File: src/rtl/lcd_fb_writer.sv
// Byte-to-pixel serialiser feeding the 1-bit LCD frame RAM at an auto-incrementing, wrapping address.
// Define LCD_BLANK_WR_EN to hold RAM writes off while H_DONE && V_DONE mark the active display window.
module lcd_fb_writer #(
  parameter int FB_DEPTH = 38400,
  parameter int ADDR_W   = 16
) (
  input  logic              sys_clk,
  input  logic              sys_rst_n,
  input  logic [7:0]        wr_data,
  input  logic              wr_valid,
  output logic              wr_ready,
  input  logic              frame_start,
  input  logic              H_DONE,
  input  logic              V_DONE,
  output logic [ADDR_W-1:0] ram_addr,
  output logic              ram_din,
  output logic              ram_we,
  output logic              frame_done,
  output logic              busy
);

  localparam logic [0:0] IDLE  = 1'b0;
  localparam logic [0:0] SHIFT = 1'b1;

  localparam logic [ADDR_W-1:0] LAST_ADDR = ADDR_W'(FB_DEPTH - 1);

  logic [0:0]        state;
  logic [7:0]        shift_reg;
  logic [2:0]        bit_idx;
  logic [ADDR_W-1:0] ptr;
  logic [ADDR_W-1:0] next_ptr;
  logic              accept;
  logic              stall;

`ifdef LCD_BLANK_WR_EN
  // Ready only from IDLE, so a new byte never overlaps a possibly stalled one.
  localparam logic EARLY_READY = 1'b0;
  assign stall = H_DONE && V_DONE;
`else
  localparam logic EARLY_READY = 1'b1;
  logic unused_window;
  assign unused_window = H_DONE ^ V_DONE;
  assign stall = 1'b0;
`endif

  assign accept   = wr_valid && wr_ready;
  assign next_ptr = (ptr == LAST_ADDR) ? '0 : ptr + 1'b1;
  assign busy     = (state == SHIFT);

  // The RAM-side outputs register the pixel chosen by the SHIFT state, one pixel per unstalled cycle.
  always_ff @(posedge sys_clk or negedge sys_rst_n) begin
    if (!sys_rst_n) begin
      state      <= IDLE;
      shift_reg  <= '0;
      bit_idx    <= 3'd7;
      ptr        <= '0;
      ram_addr   <= '0;
      ram_din    <= 1'b0;
      ram_we     <= 1'b0;
      wr_ready   <= 1'b0;
      frame_done <= 1'b0;
    end else begin
      ram_we     <= 1'b0;
      frame_done <= ram_we && (ram_addr == LAST_ADDR);
      if (state == IDLE) begin
        if (frame_start) begin
          ptr <= '0;
        end
        if (accept) begin
          shift_reg <= wr_data;
          bit_idx   <= 3'd7;
          state     <= SHIFT;
          wr_ready  <= 1'b0;
        end else begin
          wr_ready <= 1'b1;
        end
      end else begin
        if (frame_start) begin
          ptr      <= '0;
          bit_idx  <= 3'd7;
          state    <= IDLE;
          wr_ready <= 1'b0;
        end else if (!stall) begin
          ram_we   <= 1'b1;
          ram_din  <= shift_reg[bit_idx];
          ram_addr <= ptr;
          ptr      <= next_ptr;
          if (bit_idx == 3'd0) begin
            bit_idx <= 3'd7;
            if (accept) begin
              shift_reg <= wr_data;
              wr_ready  <= 1'b0;
            end else begin
              state    <= IDLE;
              wr_ready <= 1'b1;
            end
          end else begin
            bit_idx  <= bit_idx - 1'b1;
            wr_ready <= EARLY_READY && (bit_idx == 3'd1);
          end
        end
      end
    end
  end

endmodule
File: config.mk
export PLATFORM = sky130hd
export DESIGN_NAME = lcd_fb_writer
export DESIGN_NICKNAME = d
export VERILOG_FILES = /design/src/rtl/lcd_fb_writer.sv
export SDC_FILE = /design/constraint.sdc
export NUM_CORES = 1
export LEC_CHECK = 0
export BUFFER_PORTS_ARGS = -buffer_cell sky130_fd_sc_hd__buf_2
export CORE_MARGIN = 8
export CORE_UTILIZATION = 30
export CTS_BUF_LIST = sky130_fd_sc_hd__clkbuf_4 sky130_fd_sc_hd__clkbuf_8 sky130_fd_sc_hd__clkbuf_16
export DETAILED_ROUTE_END_ITERATION = 7
export PLACE_DENSITY = 0.52
export SLEW_MARGIN = 25
export SYNTH_ARGS = -nofsm -noshare
export SYNTH_HDL_FRONTEND = slang
export SYNTH_SLANG_ARGS = --single-unit
File: constraint.sdc
create_clock -name sys_clk -period 1.4 [get_ports sys_clk]
set_input_delay 0.21 -clock sys_clk [delete_from_list [all_inputs] [get_ports sys_clk]]
set_output_delay 0.21 -clock sys_clk [all_outputs]
set_load 0.01 [all_outputs]
# Word level (Yosys, flattened, before mapping)
# Index checks and enable logic that the tools add are counted.
# totals
regBits	48
word_cells	49
# op_classes
n_eq_ne	5
magnitude_cmp	1
mux	24
n_bitwise	1
addsub	2
n_reduce_logical	7
# op_table
cell	n
16-bit 2-to-1 mux	4
16-bit equality test (second input constant)	2
8-bit 2-to-1 mux	4
16-bit by 1-bit adder with 16-bit output (second input constant)	1
3-bit 2-to-1 mux	4
1-bit 2-to-1 mux	11
3-bit by 4-bit less-than comparator with 1-bit output (second input constant)	1
2-bit AND reduction	2
2-bit nonzero test	2
1-bit binary-select mux with 3-bit select	1
3-bit by 1-bit equality test with 1-bit output (second input constant)	1
3-bit logical NOT	1
3-bit by 1-bit subtractor with 3-bit output (second input constant)	1
1-bit logical AND	2
2-bit by 1-bit != test with 1-bit output (second input constant)	1
2-bit != test (second input constant)	1
1-bit inverter	1

# Longest topological paths before layout
# depth
ltp_word	5
depth_mapped	7

# Worst setup path after synthesis
# No wires, ideal clock.
# synth_timing
kind	register -> register
startpoint	register bit_idx[0]
endpoint	register shift_reg[0]
path_buffers	0
setup_ps	125
path_stages_with_launch	7
slack_ps	-158
arrival_ps	1434
synth_period_minus_slack_ps	1558
t_required_ps	1275
cell_sequence	dfstp_2 -> inv_1 -> ha_1 -> nand2b_1 -> o21a_1 -> nor2_4 -> mux2_2
# synth_via
elab_chain_len	3
# synth_rtl
element	line_no	source
start, declared	29	logic [2:0] bit_idx;
start signal, assigned	98	bit_idx <= bit_idx - 1'b1;
3-bit logical NOT	88	if (bit_idx == 3'd0) begin
2-bit by 1-bit != test with 1-bit output (no source line)	n/a	
2-bit AND reduction (no source line)	n/a	
end signal, assigned	70	shift_reg <= wr_data;
end signal, assigned	91	shift_reg <= wr_data;
end, declared	28	logic [7:0] shift_reg;
# No other way between the ends.
# A chain may end at the register's enable or synchronous reset.

# Worst setup path after layout
# layout_timing
startpoint	register bit_idx[1]
endpoint	register shift_reg[7]
# The elaborated chain is that of the path after synthesis.

==> impl_metrics.json <==
{
  "outcome": "finished, violations left",
  "violations": "setup timing",
  "p_per_area_nw_per_um2": 1209,
  "ys_warn_count": 0,
  "start_kind": "flop",
  "critical_path_class": "reg -> reg",
  "ys.flop_type": "dfrtp_1",
  "drtIter0Drc": 37,
  "synth_seq_cells": 48,
  "rr_worst_depth": 7,
  "finalWirelength_mm": 5.634,
  "ant_nets": 0,
  "p_sw_w": 0.001247,
  "final_cell_area_um2": 3338,
  "antennaDiodeCount": 0,
  "port_buffers": 32,
  "synth_edf_count": 0,
  "synth_cell_type_count": 50,
  "num_rows": 32,
  "synth_area_leader_cell": "dfrtp_1",
  "holdPathStages": 2,
  "start_util_pct": 30.73,
  "arrival_ns": 1.74,
  "power.internal_w": 0.002789,
  "cts_buffers": 5,
  "die_area_um2": 10920,
  "critPathRequiredTime_ns": 1.58,
  "drc": 0,
  "slew_violations": 0,
  "netlist.area_leader.share_pct": 47.92,
  "rsz0062_at_grt": "yes",
  "crit_start": "bit_idx[1]$_DFFE_PN1P_",
  "worstHoldStart": "wr_data[0]",
  "fmax_ghz": 0.6408,
  "utilization_pct": 43.65,
  "pwr-share-clk_pct": 21.3,
  "slew_headroom_pct": 81.95,
  "gp_congestion": 0.8167,
  "synth.area.top_cells": "dfrtp_1 48%, nand2_1 10%, mux2_2 3.8%",
  "vias_per_cell": 4.643,
  "holdPathEnd": "shift_reg[0]$_DFFE_PN0P_",
  "drive_gt1_share_pct": 44.95,
  "synth_nets": 253,
  "grt_pass1_wl_mm": 9.880,
  "htreeDepth": 2,
  "cts-root-buf": "clkbuf_8",
  "grt_pass1_vias": 2147,
  "grt_max_degree": 49,
  "worst_pin_slew_ns": 0.2680,
  "cts_tree": "built",
  "place_ws_ns": -0.1590,
  "syn_inst": 235,
  "antenna_found_initial": 0,
  "grt.overflow.total": 0,
  "yosysSeqAreaShare_pct": 51.28,
  "fin_ws_ns": -0.1606,
  "fin_hold_ws_ns": 0.1395,
  "grt_use_total_pct": 10.72,
  "clk_latency_ns": 0.29,
  "vias": 1992,
  "pwr-share-seq_pct": 45.3,
  "mostFrequentLayoutCells": "63 x nand2_1, 54 x buf_4, 41 x dfrtp_1",
  "area_growth_pct": 42.07,
  "min_path_type": "in -> reg",
  "critPathMaxFanout": 7,
  "vdd_drop_max_uv": 685.1,
  "fin_crit_ns": 1.561,
  "power.share.combinational_pct": 33.4,
  "die_h_um": 104.5,
  "nets": 344,
  "r2r-start": "bit_idx[1]$_DFFE_PN1P_",
  "fp.coreArea_um2": 7647,
  "switching_share_pct": 30.89,
  "async_reset_ff_share_pct": 100.0,
  "fp.dieW_um": 104.5,
  "setup_viol": 19,
  "dpl.hpwl_mm": 4.284,
  "drt_pass1_iterations": 4,
  "cp-end-kind": "flop",
  "skew_ns": 0.008610,
  "placed_area_um2": 3040,
  "clkTransAtPathRegs_ns": 0.08,
  "syn_avg_cell_area_um2": 9.999,
  "routedWlPerCell_um": 13.13,
  "ff2ff_setup_slack_ns": -0.16,
  "hold_violations": 0,
  "clockBufferDepth": 2,
  "min_period_over_period_pct": 111.5,
  "max_cap_viol_count": 0,
  "synth_area_um2": 2350,
  "clkSinkCount": 48,
  "power.leakage_nw": 1.578,
  "final_common_cell": "nand2_1",
  "io_pins": 35,
  "r2r-end": "shift_reg[7]$_DFFE_PN0P_"
}
## worst max path at each step
stage          slack [ns]  cells after the start                       end
2_1_floorplan       -0.10                      6  shift_reg[0]$_DFFE_PN0P_
3_3_place_gp        -0.13                      6  shift_reg[0]$_DFFE_PN0P_
3_5_place_dp        -0.16                      6  shift_reg[6]$_DFFE_PN0P_
4_1_cts             -0.16                      7  shift_reg[7]$_DFFE_PN0P_
5_1_grt             -0.22                      7  shift_reg[7]$_DFFE_PN0P_
6_report            -0.16                      7  shift_reg[7]$_DFFE_PN0P_
## cell usage after synthesis (2+ instances only)
| master | n |
|---|---|
| a21oi_1 | 7 |
| a22oi_1 | 2 |
| a31oi_1 | 3 |
| a41oi_1 | 2 |
| and2_1 | 2 |
| and3_1 | 2 |
| and4_1 | 3 |
| buf_2 | 6 |
| dfrtp_1 | 45 |
| dfstp_2 | 3 |
| ha_1 | 4 |
| inv_1 | 6 |
| mux2_2 | 8 |
| mux4_2 | 2 |
| nand2_1 | 63 |
| nand2b_1 | 4 |
| nand3_1 | 7 |
| nand4_1 | 4 |
| nor2_1 | 9 |
| nor2b_1 | 2 |
| nor3_1 | 3 |
| o2111ai_1 | 5 |
| o211ai_1 | 5 |
| o21a_1 | 2 |
| o21ai_0 | 4 |
| o21ai_1 | 3 |
| or3_1 | 4 |
| xor2_1 | 3 |
## cell type report
class	count	area, µm²
multi-input cells	172	1217
well taps	102	127.6
fillers	756	4309
flip-flops and latches	48	1210
repair buffers	93	660.6
inverters	6	25.02
clock buffers	7	90.09
clock inverters	1	7.507
## power by group through the flow
stage                     registers [W]  clock network [W]  logic, W
after detailed placement        0.00184                  0   0.00124
after global routing            0.00187           0.000961   0.00150
after floorplan                 0.00185                  0  0.000708
after CTS                       0.00182           0.000899   0.00133
after global placement          0.00183                  0   0.00123
final                           0.00183           0.000861   0.00135
## per-stage QoR
| step | TNS (ns) | power, W | cells |
|---|---|---|---|
| after floorplan | -1.052 | 0.002554 | 235 |
| after global placement | -1.885 | 0.003058 | 410 |
| after detailed placement | -2.312 | 0.003084 | 410 |
| after CTS | -1.910 | 0.004054 | 425 |
| after global routing | -3.402 | 0.004334 | 429 |
| final | -1.753 | 0.004036 | 429 |
## routing by layer
layer	up-vias	wire [µm]	global-route usage (%)
met1	941	2737	13.59
met4	0	51	2.482
met3	5	285	3.222
met5	-	0	0
li1	1010	-	-
met2	36	2560	17.44
## logic make-up after synthesis
family | Yosys count | synth area share, %
xor gates and xnor gates | 4 | 1.491
and+or+nand+nor | 117 | 25.61
DFF | 48 | 51.28
muxes | 10 | 5.751
adders and majority gates | 4 | 2.130
buffers and inverters | 15 | 3.035
AOI/OAI and AO/OA | 37 | 10.70
## worst max-delay path: stages (launching register included)
cell	delay [ns]
dfstp_2	0.55
inv_2	0.05
ha_4	0.16
nand2b_4	0.06
o21a_1	0.14
nor2_4	0.05
buf_12	0.14
mux2_4	0.28
## timing repair
action	in CTS	in global routing
pin swaps	4	11
gates resized for setup	9	16
hold endpoints to repair	45	0
setup buffers	6	5
setup endpoints to repair	21	33
hold buffers	1	0
(Power assumes the default switching activity.)
